**src/rtl/timer_counter_if.sv**
```systemverilog
// Control and display bundle of the countdown timer: control inputs from the
// timer FSM (master side) and registered BCD display/status outputs (slave side).
interface timer_counter_if;
    logic       enableCounter;
    logic       forward;
    logic       resetTimer;
    logic       segDemand;
    logic       minDemand;
    logic [3:0] secUnits;
    logic [3:0] secTens;
    logic [3:0] minUnits;
    logic [3:0] minTens;
    logic       zero;
    logic       alarm;

    modport master (
        output enableCounter, forward, resetTimer, segDemand, minDemand,
        input  secUnits, secTens, minUnits, minTens, zero, alarm
    );

    modport slave (
        input  enableCounter, forward, resetTimer, segDemand, minDemand,
        output secUnits, secTens, minUnits, minTens, zero, alarm
    );
endinterface

```
**src/rtl/timer_counter.sv**
```systemverilog
// MM:SS countdown timer with edit mode and BCD display outputs.
// Optional expiry flag enabled by defining TIMER_ALARM_EN.
module timer_counter #(
    parameter int TICKS_PER_SEC = 50000000,
    parameter int MIN_MAX       = 99
) (
    input  logic            clk,
    input  logic            reset,
    timer_counter_if.slave  bus
);
    localparam int PW = (TICKS_PER_SEC > 1) ? $clog2(TICKS_PER_SEC) : 1;
    localparam logic [PW-1:0] PRESC_LAST = PW'(TICKS_PER_SEC - 1);
    localparam logic [6:0]    MIN_TOP    = 7'(MIN_MAX);

    logic [5:0]    r_sec;
    logic [6:0]    r_min;
    logic [PW-1:0] r_presc;
    logic          r_seg_d;
    logic          r_min_d;
    logic [3:0]    r_sec_units;
    logic [3:0]    r_sec_tens;
    logic [3:0]    r_min_units;
    logic [3:0]    r_min_tens;
    logic          r_zero;

    logic          w_seg_rise;
    logic          w_min_rise;
    logic          w_edit;
    logic          w_count;
    logic          w_tick;
    logic [5:0]    w_sec_next;
    logic [6:0]    w_min_next;
    logic [PW-1:0] w_presc_next;

    function automatic logic [7:0] to_bcd(input logic [6:0] v);
        to_bcd = {4'(v / 7'd10), 4'(v % 7'd10)};
    endfunction

    // Next-time computation: resetTimer > edit > countdown > hold.
    always_comb begin
        w_seg_rise   = bus.segDemand & ~r_seg_d;
        w_min_rise   = bus.minDemand & ~r_min_d;
        w_edit       = bus.enableCounter & bus.forward;
        w_count      = bus.enableCounter & ~bus.forward;
        w_tick       = w_count & (r_presc == PRESC_LAST);
        w_sec_next   = r_sec;
        w_min_next   = r_min;
        w_presc_next = '0;
        if (bus.resetTimer) begin
            w_sec_next = 6'd0;
            w_min_next = 7'd0;
        end else if (w_edit) begin
            if (w_seg_rise) begin
                w_sec_next = (r_sec == 6'd59) ? 6'd0 : r_sec + 6'd1;
            end else begin
                w_sec_next = r_sec;
            end
            if (w_min_rise) begin
                w_min_next = (r_min >= MIN_TOP) ? 7'd0 : r_min + 7'd1;
            end else begin
                w_min_next = r_min;
            end
        end else if (w_count) begin
            w_presc_next = w_tick ? '0 : r_presc + PW'(1);
            if (w_tick && (r_sec != 6'd0)) begin
                w_sec_next = r_sec - 6'd1;
            end else if (w_tick && (r_min != 7'd0)) begin
                w_sec_next = 6'd59;
                w_min_next = r_min - 7'd1;
            end else begin
                w_sec_next = r_sec;
            end
        end else begin
            w_presc_next = '0;
        end
    end

    // Binary state and its BCD/zero view are registered on the same edge.
    always_ff @(posedge clk) begin
        if (reset) begin
            r_sec       <= 6'd0;
            r_min       <= 7'd0;
            r_presc     <= '0;
            r_seg_d     <= 1'b0;
            r_min_d     <= 1'b0;
            r_sec_units <= 4'd0;
            r_sec_tens  <= 4'd0;
            r_min_units <= 4'd0;
            r_min_tens  <= 4'd0;
            r_zero      <= 1'b1;
        end else begin
            r_sec                     <= w_sec_next;
            r_min                     <= w_min_next;
            r_presc                   <= w_presc_next;
            r_seg_d                   <= bus.segDemand;
            r_min_d                   <= bus.minDemand;
            {r_sec_tens, r_sec_units} <= to_bcd({1'b0, w_sec_next});
            {r_min_tens, r_min_units} <= to_bcd(w_min_next);
            r_zero                    <= (w_sec_next == 6'd0) && (w_min_next == 7'd0);
        end
    end

    assign bus.secUnits = r_sec_units;
    assign bus.secTens  = r_sec_tens;
    assign bus.minUnits = r_min_units;
    assign bus.minTens  = r_min_tens;
    assign bus.zero     = r_zero;

`ifdef TIMER_ALARM_EN
    logic r_alarm;
    logic w_alarm_next;

    // Expiry flag: set only when a countdown tick lands on 00:00.
    always_comb begin
        w_alarm_next = r_alarm;
        if (bus.resetTimer) begin
            w_alarm_next = 1'b0;
        end else if (w_edit && (w_seg_rise || w_min_rise)) begin
            w_alarm_next = 1'b0;
        end else if (w_tick && (r_sec == 6'd1) && (r_min == 7'd0)) begin
            w_alarm_next = 1'b1;
        end else begin
            w_alarm_next = r_alarm;
        end
    end

    // Alarm register.
    always_ff @(posedge clk) begin
        if (reset) begin
            r_alarm <= 1'b0;
        end else begin
            r_alarm <= w_alarm_next;
        end
    end

    assign bus.alarm = r_alarm;
`else
    assign bus.alarm = 1'b0;
`endif
endmodule

```
**src/flat_wrapper.sv**
```systemverilog
// flat-port wrapper written by rule: the top's interface ports become plain ports
module timer_counter_flat 
#(
    parameter int TICKS_PER_SEC = 50000000,
    parameter int MIN_MAX       = 99
)
  (clk, reset, bus_enableCounter, bus_forward, bus_resetTimer, bus_segDemand, bus_minDemand, bus_secUnits, bus_secTens, bus_minUnits, bus_minTens, bus_zero, bus_alarm);
  timer_counter_if bus_i ();
  input  logic clk;
  input  logic reset;
  input wire logic [$bits(bus_i.enableCounter)-1:0] bus_enableCounter;
  input wire logic [$bits(bus_i.forward)-1:0] bus_forward;
  input wire logic [$bits(bus_i.resetTimer)-1:0] bus_resetTimer;
  input wire logic [$bits(bus_i.segDemand)-1:0] bus_segDemand;
  input wire logic [$bits(bus_i.minDemand)-1:0] bus_minDemand;
  output wire logic [$bits(bus_i.secUnits)-1:0] bus_secUnits;
  output wire logic [$bits(bus_i.secTens)-1:0] bus_secTens;
  output wire logic [$bits(bus_i.minUnits)-1:0] bus_minUnits;
  output wire logic [$bits(bus_i.minTens)-1:0] bus_minTens;
  output wire logic [$bits(bus_i.zero)-1:0] bus_zero;
  output wire logic [$bits(bus_i.alarm)-1:0] bus_alarm;
  assign bus_i.enableCounter = bus_enableCounter;
  assign bus_i.forward = bus_forward;
  assign bus_i.resetTimer = bus_resetTimer;
  assign bus_i.segDemand = bus_segDemand;
  assign bus_i.minDemand = bus_minDemand;
  assign bus_secUnits = bus_i.secUnits;
  assign bus_secTens = bus_i.secTens;
  assign bus_minUnits = bus_i.minUnits;
  assign bus_minTens = bus_i.minTens;
  assign bus_zero = bus_i.zero;
  assign bus_alarm = bus_i.alarm;
  timer_counter #(.TICKS_PER_SEC(TICKS_PER_SEC), .MIN_MAX(MIN_MAX)) u_core (.clk(clk), .reset(reset), .bus(bus_i));
endmodule
```
**config.mk**
```make
export PLATFORM = sky130hd
export DESIGN_NAME = timer_counter_flat
export DESIGN_NICKNAME = d
export VERILOG_FILES = /design/src/rtl/timer_counter_if.sv /design/src/rtl/timer_counter.sv /design/src/flat_wrapper.sv
export SDC_FILE = /design/constraint.sdc
export NUM_CORES = 1
export LEC_CHECK = 0
export CORE_MARGIN = 1.5
export CORE_UTILIZATION = 48
export DETAILED_ROUTE_END_ITERATION = 8
export PLACE_DENSITY = 0.65
export SYNTH_ARGS = -nofsm -noshare
export SYNTH_HDL_FRONTEND = slang
export SYNTH_SLANG_ARGS = --single-unit
```
**constraint.sdc**
```tcl
create_clock -name clk -period 7.1 [get_ports clk]
set_input_delay 1.775 -clock clk [delete_from_list [all_inputs] [get_ports clk]]
set_output_delay 1.775 -clock clk [all_outputs]
set_load 0.03 [all_outputs]
```
**Yosys cells after proc, flatten, opt, wreduce, memory -nomap -nowiden**

Cells that the tools add are included.

- Register bits: 58
- Input bits: 7
- Output and inout port bits: 18
- Word-level logic and storage cells: 53

- $add $sub $neg: 5
- Div/mod/pow operators: 4
- Magnitude comparators: 1
- Eq/ne operators: 2
- Mux-type cells: 14
- Bitwise gates (word level): 9
- Reductions and logical operators: 8

Operators with widths:

| kind | count |
|---|---|
| two-way mux 7 bit | 7 |
| two-way mux 6 bit | 7 |
| adder 26 x 1 -> 26 bit (second input constant) | 1 |
| == test 26 bit (second input constant) | 1 |
| adder 7 x 1 -> 7 bit (second input constant) | 1 |
| divider 6 x 4 -> 7 bit (second input constant) | 1 |
| divider 7 x 4 -> 7 bit (second input constant) | 1 |
| >= comparator 7 bit (second input constant) | 1 |
| zero test 7 bit | 1 |
| modulo 6 x 4 -> 7 bit (second input constant) | 1 |
| modulo 7 x 4 -> 7 bit (second input constant) | 1 |
| nonzero test 7 bit | 1 |
| subtractor 7 x 1 -> 7 bit (second input constant) | 1 |
| adder 6 x 1 -> 6 bit (second input constant) | 1 |
| == test 6 bit (second input constant) | 1 |
| zero test 6 bit | 1 |
| nonzero test 6 bit | 1 |
| subtractor 6 x 1 -> 6 bit (second input constant) | 1 |
| AND 1 bit | 5 |
| OR reduction 5 bit | 1 |
| NOT 1 bit | 4 |
| logical AND 1 bit | 3 |

**Longest topological paths before layout**

Gate-level depths: netlist of the first run.

- Depth after elaboration: 11
- Gate-level depth with buffers: 23
- Gate-level depth less buffers: 21

**Least setup slack after synthesis of the first run**

OpenSTA, ideal clock, no wires.

- Path type: input -> register
- From: input port bus_forward
- To: register u_core.r_min_units[1], in the netlist u_core.bus.minUnits[1]
- Library setup time: 0.121 ns
- Data arrival time: 5.466 ns
- Data required time: 6.979 ns
- Slack: 1.512 ns
- Stages: 22
- Buffers on the path: 3
- Cell sequence: clkbuf_2 > nor2b_1 > and4_1 > buf_2 > nand2_2 > mux2i_1 > nor2_1 > buf_2 > nor2_1 > nor2_1 > ha_1 > inv_1 > nor3_1 > o21ai_0 > and4_1 > o21ai_0 > a21boi_2 > ha_1 > or2_2 > o32ai_2 > a211oi_2 > mux2_4

- Cells in the longest elaborated chain, start to end: 10
- Elaborated cells on any way between the ends: 12
- Those cells by class: div: 1; mux: 5; bitwise: 4; reduce/logical: 2

RTL lines:

| element | RTL line | source |
|---|---|---|
| start: declaration | flat_wrapper.sv:12 | `input wire logic [$bits(bus_i.forward)-1:0] bus_forward;` |
| NOT 1 bit | timer_counter.sv:44 | `w_count = bus.enableCounter & ~bus.forward;` |
| AND 1 bit | timer_counter.sv:44 |  |
| AND 1 bit | timer_counter.sv:45 | `w_tick = w_count & (r_presc == PRESC_LAST);` |
| logical AND 1 bit | timer_counter.sv:67 | `end else if (w_tick && (r_min != 7'd0)) begin` |
| two-way mux 7 bit | timer_counter.sv:67 |  |
| two-way mux 7 bit | timer_counter.sv:65 | `if (w_tick && (r_sec != 6'd0)) begin` |
| two-way mux 7 bit | timer_counter.sv:63 | `end else if (w_count) begin` |
| two-way mux 7 bit * | timer_counter.sv:52 | `end else if (w_edit) begin` |
| two-way mux 7 bit * | timer_counter.sv:49 | `if (bus.resetTimer) begin` |
| modulo 7 x 4 -> 7 bit * | timer_counter.sv:36 | `to_bcd = {4'(v / 7'd10), 4'(v % 7'd10)};` |
| end signal: assignment | timer_counter.sv:98 | `{r_min_tens, r_min_units} <= to_bcd(w_min_next);` |
| end: declaration | timer_counter.sv:22 | `logic [3:0] r_min_units;` |

Mark *: on every way between the ends. The rest lies on a longest branch, timed or not.
A chain may end at the register's enable or synchronous reset.

**Worst setup path in the final report of the first run**

- From: input port bus_enableCounter
- To: register u_core.r_min_units[1], in the netlist u_core.bus.minUnits[1]

- Cells in the longest elaborated chain, start to end: 9
- Elaborated cells on any way between the ends: 11
- Those cells by class: div: 1; mux: 5; bitwise: 3; reduce/logical: 2

RTL lines:

| element | RTL line | source |
|---|---|---|
| start: declaration | flat_wrapper.sv:11 | `input wire logic [$bits(bus_i.enableCounter)-1:0] bus_enableCounter;` |
| AND 1 bit | timer_counter.sv:44 |  |
| AND 1 bit | timer_counter.sv:45 |  |
| logical AND 1 bit | timer_counter.sv:67 |  |
| two-way mux 7 bit | timer_counter.sv:67 |  |
| two-way mux 7 bit | timer_counter.sv:65 |  |
| two-way mux 7 bit | timer_counter.sv:63 |  |
| two-way mux 7 bit * | timer_counter.sv:52 |  |
| two-way mux 7 bit * | timer_counter.sv:49 |  |
| modulo 7 x 4 -> 7 bit * | timer_counter.sv:36 |  |

Marks and branches as above.

==> summary.md, run 1 <==
| Metric | Value |
|---|---|
| Die ar. | 8570 sq um |
| Vias in the first global route | 3376 |
| Largest area contributor in the synthesized netlist | dfxtp_1 |
| Setup CP Type | primary input to register |
| Floorplan row count | 32 |
| Number of library cell types mapped by synthesis | 84 |
| F_max | 0.157 GHz |
| Routability cong. | 0.907 |
| Post-Route WL | 9.22 mm |
| Run status | completed |
| Clock Skews | 0.00877 ns |
| Leading cell type in the layout, fill and taps excluded | nor2_1 |
| Vias per cell | 6.14 |
| Crit path time final | 6.39 ns |
| Type of origin of the critical path | primary input |
| Most frequent cells in the layout | nor2_1, dfxtp_1, nand2_1 |
| Post-route clock period utilization | 89.9% |
| Setup TNS | 0 ns |
| Synth top area share | 28.6% |
| Die width | 92.6 um |
| R2R depth | 20 |
| First-pass GRT wire length | 16.3 mm |
| R2r setup slk | 2.13 ns |
| Hold path startpoint | u_core.r_presc[0] |
| H-tree level count | 2 |
| Vias post-DR | 3648 |
| Worst Path Max Fanout | 11 |
| Crit-path cells | clkdlybuf4s50_1, nor2b_1, nand4_1, nor4_1, o22ai_2, nand2_1, nor2_1, nor2_1, ha_1, inv_1, nor3_1, o21ai_0, and4_1, o21ai_0, a21boi_2, ha_1, or2_2, o32ai_2, a211oi_2, mux2_4 |
| Clk pin slew, worst setup/hold paths | 0.10 ns |
| Core region area | 7730 sq um |
| Worst path slowest cell | clkdlybuf4s50_1 |
| Unrepaired setup endpoints after global routing | no |
| PwrDens | 144 nW/um^2 |
| Worst-Margin Slew | 0.995 ns |
| CTS tree | yes |
| PortBufs | 22 |
| # Post-CTS Setup Buffers | 0 |
| Number of flops mapped to enable cells by yosys | 0 |
| Pre-Repair DR Iteration Count | 5 |
| Worst relative slew slack | 33.5% |
| Grt ovf | 0 |
| Die height | 92.6 um |
| Seq/Total Area, Yosys | 28.6% |
| Largest net degree at the start of global routing | 33 |
| Clock latency on the worst-skew pair | 0.31 ns |
| Number of diodes | 0 |
| Final hold violation count | 0 |
| Dpl hpwl | 6.58 mm |
| WL per Instance | 15.5 um |
| Leading register cell type out of synthesis | dfxtp_1 |
| Critical path buffer and inverter count | 2 |
| Ys async rst share | 0% |
| Iter 0 DRT Violations | 275 |
| Initial antenna violation count | 0 |
| Cell family with most CP delay | simple AND/OR/NAND/NOR gates |
| Hold/Removal Path Class | register to register |
| Area Overhead vs Synth | 8.77% |
| CP Data Arrival Time | 6.59 ns |
| Yosys reg bits | 55 |
| Mapped Cells | 483 |
| Syn_area_per_cell | 7.97 sq um |
| Top Ports | 25 |
| WHS Path Cells | 1 |
| GRT Total Usage | 23.3% |
| Root buf cell | clkbuf_8 |
| Initial Utilization | 49.8% |
| CTS Buf Count | 5 |
| # setup viols final | 0 |
| Max-cap violation count | 0 |
| CTS max path bufs | 2 |
| Fin cells | 594 |
| Cts repair resizes | 0 |
| Antenna Nets Post-Route | 0 |
| Synth top area cells | dfxtp_1, nor2_1, nand2_1 |
| Hold-fix buffers, CTS | 0 |
| Share of layout cells above drive strength 1 | 8.54% |
| # placed instances | 586 |
| Critical Path Sink Type | register |
| Reg2reg start | u_core.r_presc[0] |
| Residual DRC | 0 |
| Yosys warnings | 0 |
| Hold worst-path end | u_core.r_presc[0] |
| Lkg Pwr | 1.46 nW |
| Fin. max-slew vios | 0 |
| Req. time, crit path | 7.31 ns |
| Fin nets | 506 |
| Synth Cell Area | 3850 sq um |
| CTS Sinks | 55 |
| Max incr delay on CP | 0.71 ns |
| Peak VDD IR | 0.0785 mV |
| Reg-to-reg endpoint | u_core.bus.minUnits[1] |
## sequential cells by signal, indices dropped and copies added, names as in the netlist
register and cells:
u_core.bus.secUnits 4, u_core.r_min 6, u_core.bus.zero 1, u_core.r_seg_d 1
u_core.bus.minTens 4, u_core.bus.secTens 3, u_core.bus.minUnits 4, u_core.r_presc 26
u_core.r_min_d 1, u_core.r_sec 5
## through the flow
| stage | setup WS, ns | power, mW | hold slack [ns] | instance area (sq um) | utilization [%] |
|---|---|---|---|---|---|
| after floorplan | 1.51 | 0.408 | 0.430 | 3850 | - |
| after global placement | 0.627 | 0.435 | 0.445 | 4100 | 53.1 |
| after detailed placement | 0.446 | 0.435 | 0.477 | 4100 | 53.1 |
| after CTS | 0.764 | 0.608 | 0.497 | 4190 | 54.2 |
| after global routing | 0.164 | 0.633 | 0.543 | 4190 | 54.2 |
| final | 0.715 | 0.604 | 0.488 | 4190 | 54.2 |
## worst max path at each step
stage / startpoint / end / depth (start not counted)
floorplan: bus_forward / u_core.bus.minUnits[1] / 22
global placement: bus_enableCounter / u_core.bus.minUnits[1] / 20
detailed placement: bus_enableCounter / u_core.bus.minUnits[1] / 20
CTS: bus_enableCounter / u_core.bus.minUnits[1] / 20
global route: bus_enableCounter / u_core.bus.minUnits[1] / 20
finish: bus_enableCounter / u_core.bus.minUnits[1] / 20
## power by group
group	switching, mW	internal, mW	total, mW
Clock	0.105	0.0693	0.174
Combinational	0.0657	0.0437	0.109
Sequential	0.00521	0.315	0.320
## routing by layer
| metal | global-route usage, % | part of all wire, % | routed length, um |
|---|---|---|---|
| met5 | 0 | 0 | 0 |
| met4 | 6.92 | 1.7 | 160 |
| met3 | 3.94 | 5.5 | 509 |
| met2 | 36.1 | 43 | 4000 |
| met1 | 33.0 | 49 | 4550 |
## cells in the mapped netlist (3+ instances only)
cell,n
a211o_1,4
buf_4,5
or3_1,9
a2111o_1,3
and2_1,9
mux2i_1,8
a21o_1,3
a31oi_1,5
buf_2,6
nor3_1,24
dfxtp_1,55
o31ai_1,8
nand3_1,24
nand4_1,13
and4_1,4
nor4_1,7
nand2b_1,6
or2_2,3
nand2_1,35
clkbuf_1,14
nand3b_1,3
xnor2_1,10
a21oi_1,18
o31a_1,3
inv_1,16
nor2_1,66
nor2b_1,7
o21ai_0,18
a221o_1,4
xor2_1,14
ha_1,8
and3_1,8
## area by class of cell
type                       instances  area (sq um)
multi-input combinational        385          2550
tap                              102           128
clock inverter                     2          12.5
inverter                          17          68.8
sequential                        55          1100
timing repair buffer              27           258
clock buffer                       6          72.6
fill                             756          3540
## logic make-up after synthesis
kind of cell             synth area share, %
AO/OA/AOI/OAI                           21.5
XOR/XNOR                                5.88
adder cells (fa/ha/maj)                 2.60
buffers and inverters                   5.33
flip-flops                              28.6
multiplexers                            2.76
other                                 0.0974
AND/OR/NAND/NOR                         33.2
No activity file was read; power rests on OpenSTA's default activity.
==> run 2: changes to the inputs <==
CORE_MARGIN = default   (was 1.5)
==> run 2 against run 1 <==
Effect of this change: final area unchanged; cell count stayed put; sequential cell count unchanged; hold slack lost 0.0084 ns; largest cell class unchanged; critical path type unchanged; clock power barely moved; die area shrank 2.1%; first-iteration DRC count grew 24%; sequential power about the same; clock skew is 0.00052 ns lower.
==> summary.md, run 2 (synthesis gave the netlist of run 1 again) <==
| Metric | Value |
|---|---|
| Run status | completed |
| F_max | 0.157 GHz (+0.16%) |
| Antenna Nets Post-Route | 0 (unchanged) |
| # setup viols final | 0 (unchanged) |
| WHS Path Cells | 1 (unchanged) |
| Combinational power share | 18.1% (about the same) |
| First-pass GRT wire length | 15.8 mm (-2.8%) |
| Clock share of power | 28.5% (-0.4 points) |
| Vias post-DR | 3585 (-1.7%) |
| Most frequent cells in the layout | nor2_1, dfxtp_1, nand2_1 |
| Fin nets | 506 (unchanged) |
| # Post-CTS Setup Buffers | 0 (unchanged) |
| CTS Sinks | 55 (unchanged) |
| Net Sw Power | 0.171 mW (-2.7%) |
| R2r setup slk | 2.08 ns (-0.05 ns) |
| Max incr delay on CP | 0.69 ns (-0.02 ns) |
| Lkg Pwr | 1.46 nW (unchanged) |
| Max reg flops | 26 (unchanged) |
| Cell family with most CP delay | simple AND/OR/NAND/NOR gates |
| Fin. max-slew vios | 0 (unchanged) |
| Area Overhead vs Synth | 8.77% (unchanged) |
| Dpl hpwl | 6.57 mm (about the same) |
| Die width | 91.6 um (-1.1%) |
| Area taken by multi-input logic gates | 2550 sq um (unchanged) |
| Die ar. | 8380 sq um (-2.1%) |
| H-tree level count | 2 (unchanged) |
| FF+latch area | 1100 sq um (unchanged) |
| CTS tree | yes |
| Root buf cell | clkbuf_8 |
| Max-cap violation count | 0 (unchanged) |
| Iter 0 DRT Violations | 341 (+24%) |
| Net Sw Frac | 28.6% (-0.56 points) |
| Critical Path Sink Type | register |
| Cts repair resizes | 0 (unchanged) |
| GRT Total Usage | 22.9% (-0.42 points) |
| WL per Instance | 15.1 um (-2.6%) |
| Vias in the first global route | 3367 (-0.27%) |
| Core region area | 7730 sq um (unchanged) |
| Reg-to-reg endpoint | u_core.bus.minUnits[1] |
| Worst relative slew slack | 34.3% (+0.81 points) |
| PortBufs | 22 (unchanged) |
| Hold path startpoint | u_core.r_presc[0] |
| Fill cell count | 740 (-2.1%) |
| Initial Utilization | 49.8% (unchanged) |
| Worst Path Max Fanout | 11 (unchanged) |
| Register name with the most flops | u_core.r_presc |
| Leading cell type in the layout, fill and taps excluded | nor2_1 |
| Die height | 91.6 um (-1.1%) |
| Number of diodes | 0 (unchanged) |
| Clk pin slew, worst setup/hold paths | 0.10 ns (about the same) |
| PwrDens | 143 nW/um^2 (-0.81%) |
| Final Power | 0.599 mW (-0.81%) |
| Reg2reg start | u_core.r_presc[0] |
| Worst path slowest cell | clkdlybuf4s50_1 |
| Setup TNS | 0 ns (unchanged) |
| Vias per cell | 6.04 (-1.7%) |
| Crit path time final | 6.37 ns (-0.0103 ns) |
| CTS max path bufs | 2 (unchanged) |
| Pre-Repair DR Iteration Count | 5 (unchanged) |
| Top Ports | 25 (unchanged) |
| Hold/Removal Path Class | register to register |
| Clock latency on the worst-skew pair | 0.31 ns (about the same) |
| Initial antenna violation count | 0 (unchanged) |
| Top Registers | u_core.r_presc x26, u_core.r_min x6, u_core.r_sec x5 |
| Type of origin of the critical path | primary input |
| Final hold violation count | 0 (unchanged) |
| Unrepaired setup endpoints after global routing | no |
| CTS Buf Count | 5 (unchanged) |
| P_int | 0.428 mW (about the same) |
| Crit-path cells | clkdlybuf4s50_1, nor2b_1, nand4_1, nor4_1, o22ai_2, nand2_1, nor2_1, nor2_1, ha_1, inv_1, nor3_1, o21ai_0, and4_1, o21ai_0, a21boi_2, ha_1, or2_2, o32ai_2, a211oi_2, mux2_4 |
| R2R depth | 18 (-10%) |
| Share of layout cells above drive strength 1 | 8.54% (unchanged) |
| Peak VDD IR | 0.0773 mV (-1.6%) |
| Critical path buffer and inverter count | 2 (unchanged) |
| Hold worst-path end | u_core.r_presc[0] |
| Post-Route WL | 8.98 mm (-2.6%) |
| Floorplan row count | 32 (unchanged) |
| Routability cong. | 0.916 (+0.98%) |
| Hold-fix buffers, CTS | 0 (unchanged) |
| Req. time, crit path | 7.31 ns (about the same) |
| Clock Skews | 0.00824 ns (-0.000523 ns) |
| Setup CP Type | primary input to register |
| Share of power burned in registers | 53.4% (+0.4 points) |
| Post-route clock period utilization | 89.8% (-0.15 points) |
| Worst-Margin Slew | 0.983 ns (-0.0121 ns) |
| Grt ovf | 0 (unchanged) |
| CP Data Arrival Time | 6.58 ns (about the same) |
| Residual DRC | 0 (unchanged) |
| Largest net degree at the start of global routing | 33 (unchanged) |
[run 2: per-stage QoR]
step | utilization (%) | setup WS [ns] | std cells | hold slack, ns | cell area [sq um]
4_1_cts | 54.2 | 0.775 | 594 | 0.480 | 4190
5_1_grt | 54.2 | 0.230 | 594 | 0.529 | 4190
6_report | 54.2 | 0.725 | 594 | 0.480 | 4190
2_1_floorplan | - | 1.51 | 484 | 0.430 | 3850
3_3_place_gp | 53.1 | 0.629 | 586 | 0.444 | 4100
3_5_place_dp | 53.1 | 0.459 | 586 | 0.457 | 4100
[run 2: layout make-up]
cell class | count | share of cell area, %
clock buffer | 6 | 1.73
clock inverter | 2 | 0.299
inverter | 17 | 1.64
multi-input combinational | 385 | 60.8
sequential | 55 | 26.3
tap | 102 | 3.05
timing repair buffer | 27 | 6.15
[run 2: power by group through the flow]
stage / combinational, mW / clock [mW] / sequential, mW
finish: 0.109 / 0.171 / 0.320
detailed placement: 0.107 / 0 / 0.327
CTS: 0.108 / 0.178 / 0.320
global route: 0.119 / 0.191 / 0.321
floorplan: 0.0745 / 0 / 0.334
global placement: 0.107 / 0 / 0.327
[run 2: layer usage]
metal  part of all wire, %  GRT usage [%]  vias up
li1                      -              -     1782
met1                    49           31.3     1692
met2                    45           37.0       97
met3                   4.7           3.52       14
met4                   1.6           6.61        0
met5                     0              0        -
[run 2: worst max path at each step]
stage / endpoint / slack (ns) / cells past startpoint / from
6_report: u_core.bus.minUnits[1] / 0.73 / 20 / bus_enableCounter
2_1_floorplan: u_core.bus.minUnits[1] / 1.51 / 22 / bus_forward
3_3_place_gp: u_core.bus.minUnits[1] / 0.63 / 20 / bus_enableCounter
4_1_cts: u_core.bus.minUnits[1] / 0.78 / 20 / bus_enableCounter
3_5_place_dp: u_core.bus.minUnits[1] / 0.46 / 20 / bus_enableCounter
5_1_grt: u_core.bus.minUnits[1] / 0.23 / 20 / bus_enableCounter
==> run 3: changes to the inputs <==
ABC_AREA = 1   (was default)
GPL_TIMING_DRIVEN = 0   (was default)
==> run 3 against run 2 <==
Effect of this change: critical path type unchanged; sequential share of layout area increased by 0.41 points; power rose by 8.5%; highest routed layer unchanged; largest power group unchanged; fmax up 22%; worst setup slack improved by 1.1 ns; first-iteration DRC count shrank 15%; largest cell class unchanged.
==> summary.md, run 3 <==
| Metric | Value |
|---|---|
| Largest net degree at the start of global routing | 17 (-48%) |
| Clock latency on the worst-skew pair | 0.32 ns (about the same) |
| Clock Skews | 0.0125 ns (+0.00423 ns) |
| Ys async rst share | 0% (unchanged) |
| Setup CP Type | primary input to register |
| Lkg Pwr | 1.81 nW (+23%) |
| Mapped Cells | 570 (+18%) |
| Top Ports | 25 (unchanged) |
| CTS Buf Count | 5 (unchanged) |
| Routability cong. | 0.866 (-5.4%) |
| Die ar. | 8040 sq um (-4.0%) |
| Seq/Total Area, Yosys | 29.8% (+1.2 points) |
| Worst Path Max Fanout | 10 (-1) |
| GRT Total Usage | 23.1% (+0.18 points) |
| Peak VDD IR | 0.0602 mV (-22%) |
| Post-Route WL | 8.48 mm (-5.5%) |
| Worst-Margin Slew | 0.618 ns (-0.365 ns) |
| Synth cell count leaders | nand2_1, nor2_1, inv_1, dfxtp_1, nand3_1 |
| Vias post-DR | 3612 (+0.75%) |
| Req. time, crit path | 7.36 ns (+0.05 ns) |
| CTS Sinks | 55 (unchanged) |
| Cts repair resizes | 0 (unchanged) |
| WL per Instance | 12.1 um (-20%) |
| Most frequent cells in the layout | nand2_1, nor2_1, inv_1 |
| Run status | completed |
| Leading cell type in the layout, fill and taps excluded | nand2_1 |
| Fin nets | 615 (+22%) |
| First-pass GRT wire length | 14.3 mm (-9.6%) |
| Synth Cell Area | 3690 sq um (-4.1%) |
| Syn_area_per_cell | 6.48 sq um (-19%) |
| Leading register cell type out of synthesis | dfxtp_1 |
| Vias in the first global route | 3232 (-4.0%) |
| Die height | 89.7 um (-2.0%) |
| Fin. max-slew vios | 0 (unchanged) |
| CP Data Arrival Time | 5.51 ns (-1.07 ns) |
| Top Registers | u_core.r_presc x26, u_core.r_min x6, u_core.r_sec x5 |
| Floorplan row count | 31 (-3.1%) |
| Hold/Removal Path Class | register to register |
| Initial antenna violation count | 0 (unchanged) |
| PwrDens | 158 nW/um^2 (+10%) |
| Share of layout cells above drive strength 1 | 14.6% (+6.1 points) |
| Max-cap violation count | 0 (unchanged) |
| # Post-CTS Setup Buffers | 0 (unchanged) |
| Unrepaired setup endpoints after global routing | no |
| Grt ovf | 0 (unchanged) |
| CTS max path bufs | 2 (unchanged) |
| Worst relative slew slack | 58.8% (+25 points) |
| Count leader, synth | nand2_1 |
| Iter 0 DRT Violations | 289 (-15%) |
| Root buf cell | clkbuf_8 |
| Pre-Repair DR Iteration Count | 5 (unchanged) |
| Register name with the most flops | u_core.r_presc |
| Final core utilization | 56.2% (+2.0 points) |
| Final hold violation count | 0 (unchanged) |
| PortBufs | 22 (unchanged) |
| Number of diodes | 0 (unchanged) |
| Die width | 89.7 um (-2.0%) |
| Post-route clock period utilization | 73.9% (-16 points) |
| Number of library cell types mapped by synthesis | 42 (-50%) |
| Area Overhead vs Synth | 11.7% |
| CTS tree | yes |
| Synth top area cells | dfxtp_1, nand2_1, nor2_1 |
| H-tree level count | 2 (unchanged) |
| Largest area contributor in the synthesized netlist | dfxtp_1 |
| Type of origin of the critical path | primary input |
| Clk pin slew, worst setup/hold paths | 0.11 ns (about the same) |
| Initial Utilization | 50.3% (+0.53 points) |
| F_max | 0.191 GHz (+22%) |
| Antenna Nets Post-Route | 0 (unchanged) |
| Vias per cell | 5.16 (-15%) |
| Critical Path Sink Type | register |
| Max reg flops | 26 (unchanged) |
| Number of flops mapped to enable cells by yosys | 0 (unchanged) |
| Synth top area share | 29.8% (+1.2 points) |
| Core region area | 7330 sq um (-5.1%) |
| Dpl hpwl | 6.49 mm (-1.4%) |
| Residual DRC | 0 (unchanged) |
| Hold-fix buffers, CTS | 0 (unchanged) |
| Fill cell count | 749 (+1.2%) |
| Yosys reg bits | 55 (unchanged) |
| Crit path time final | 5.24 ns (-1.13 ns) |
| # setup viols final | 0 (unchanged) |
| Yosys warnings | 0 (unchanged) |
| Setup TNS | 0 ns (unchanged) |
## run 3: worst paths after layout
kind                     startpoint                endpoint  slack [ns]  cells after the start
max               bus_enableCounter  u_core.bus.minUnits[1]        1.86                     24
min               u_core.r_presc[0]       u_core.r_presc[0]        0.47                      1
max reg2reg  u_core.bus.secUnits[0]  u_core.bus.minUnits[1]        3.26                     26
min reg2reg       u_core.r_presc[0]       u_core.r_presc[0]        0.47                      1
## run 3: cell families after synthesis
logic type	Yosys count	share of synthesized area (%)
other	1	0.102
AO/OA/AOI/OAI	72	11.2
adder cells (fa/ha/maj)	8	2.71
flip-flops	55	29.8
buffers and inverters	99	10.5
XOR/XNOR	12	2.85
AND/OR/NAND/NOR	323	42.8
## run 3: final cells by class
| class | instances | area, sq um | share of cell area (%) |
|---|---|---|---|
| Multi-Input combinational cell | 417 | 2210 | 53.5 |
| Sequential cell | 55 | 1100 | 26.7 |
| Inverter | 88 | 330 | 8.01 |
| Timing Repair Buffer | 22 | 220 | 5.34 |
| Tap cell | 99 | 124 | 3.00 |
| Clock buffer | 5 | 68.8 | 1.67 |
| Buffer | 11 | 57.6 | 1.40 |
| Clock inverter | 3 | 15.0 | 0.364 |
## run 3: routing by layer
metal  up-vias  share of wire (%)  GRT usage [%]
met5         -                  0              0
met2        67                 43           36.2
met1      1650                 53           32.8
li1       1887                  -              -
met4         0               0.99           6.06
met3         8                4.0           3.75
## run 3: metrics by stage
| stage | instance area (sq um) | power, mW | std cells | worst slack, ns | hold WS, ns |
|---|---|---|---|---|---|
| floorplan | 3690 | 0.439 | 571 | 2.54 | 0.418 |
| global placement | 4040 | 0.478 | 692 | 1.62 | 0.430 |
| detailed placement | 4040 | 0.480 | 692 | 1.55 | 0.443 |
| CTS | 4120 | 0.655 | 700 | 1.88 | 0.463 |
| global route | 4120 | 0.686 | 700 | 1.54 | 0.496 |
| finish | 4120 | 0.650 | 700 | 1.86 | 0.466 |
## run 3: power breakdown
| part | switching, mW | internal (mW) |
|---|---|---|
| Sequential | 0.00548 | 0.319 |
| Clock | 0.108 | 0.0680 |
| Combinational | 0.0968 | 0.0518 |
## run 3: worst max-delay path, stage by stage
cell and delay (ns):
clkdlybuf4s50_1 0.54, nand2_1 0.23, inv_1 0.13, clkbuf_1 0.41
a21oi_1 0.23, nand2_4 0.15, nand2_4 0.08, nor2_4 0.13
nor2_4 0.06, ha_1 0.21, o211ai_2 0.28, nand3_2 0.12
nand2_1 0.11, nand3_1 0.11, nand2_2 0.11, nand3_1 0.10
nand2_1 0.08, inv_1 0.05, ha_1 0.20, nand2_1 0.08
nand2_2 0.08, nand3_1 0.07, nand2_1 0.05, nor2_1 0.11
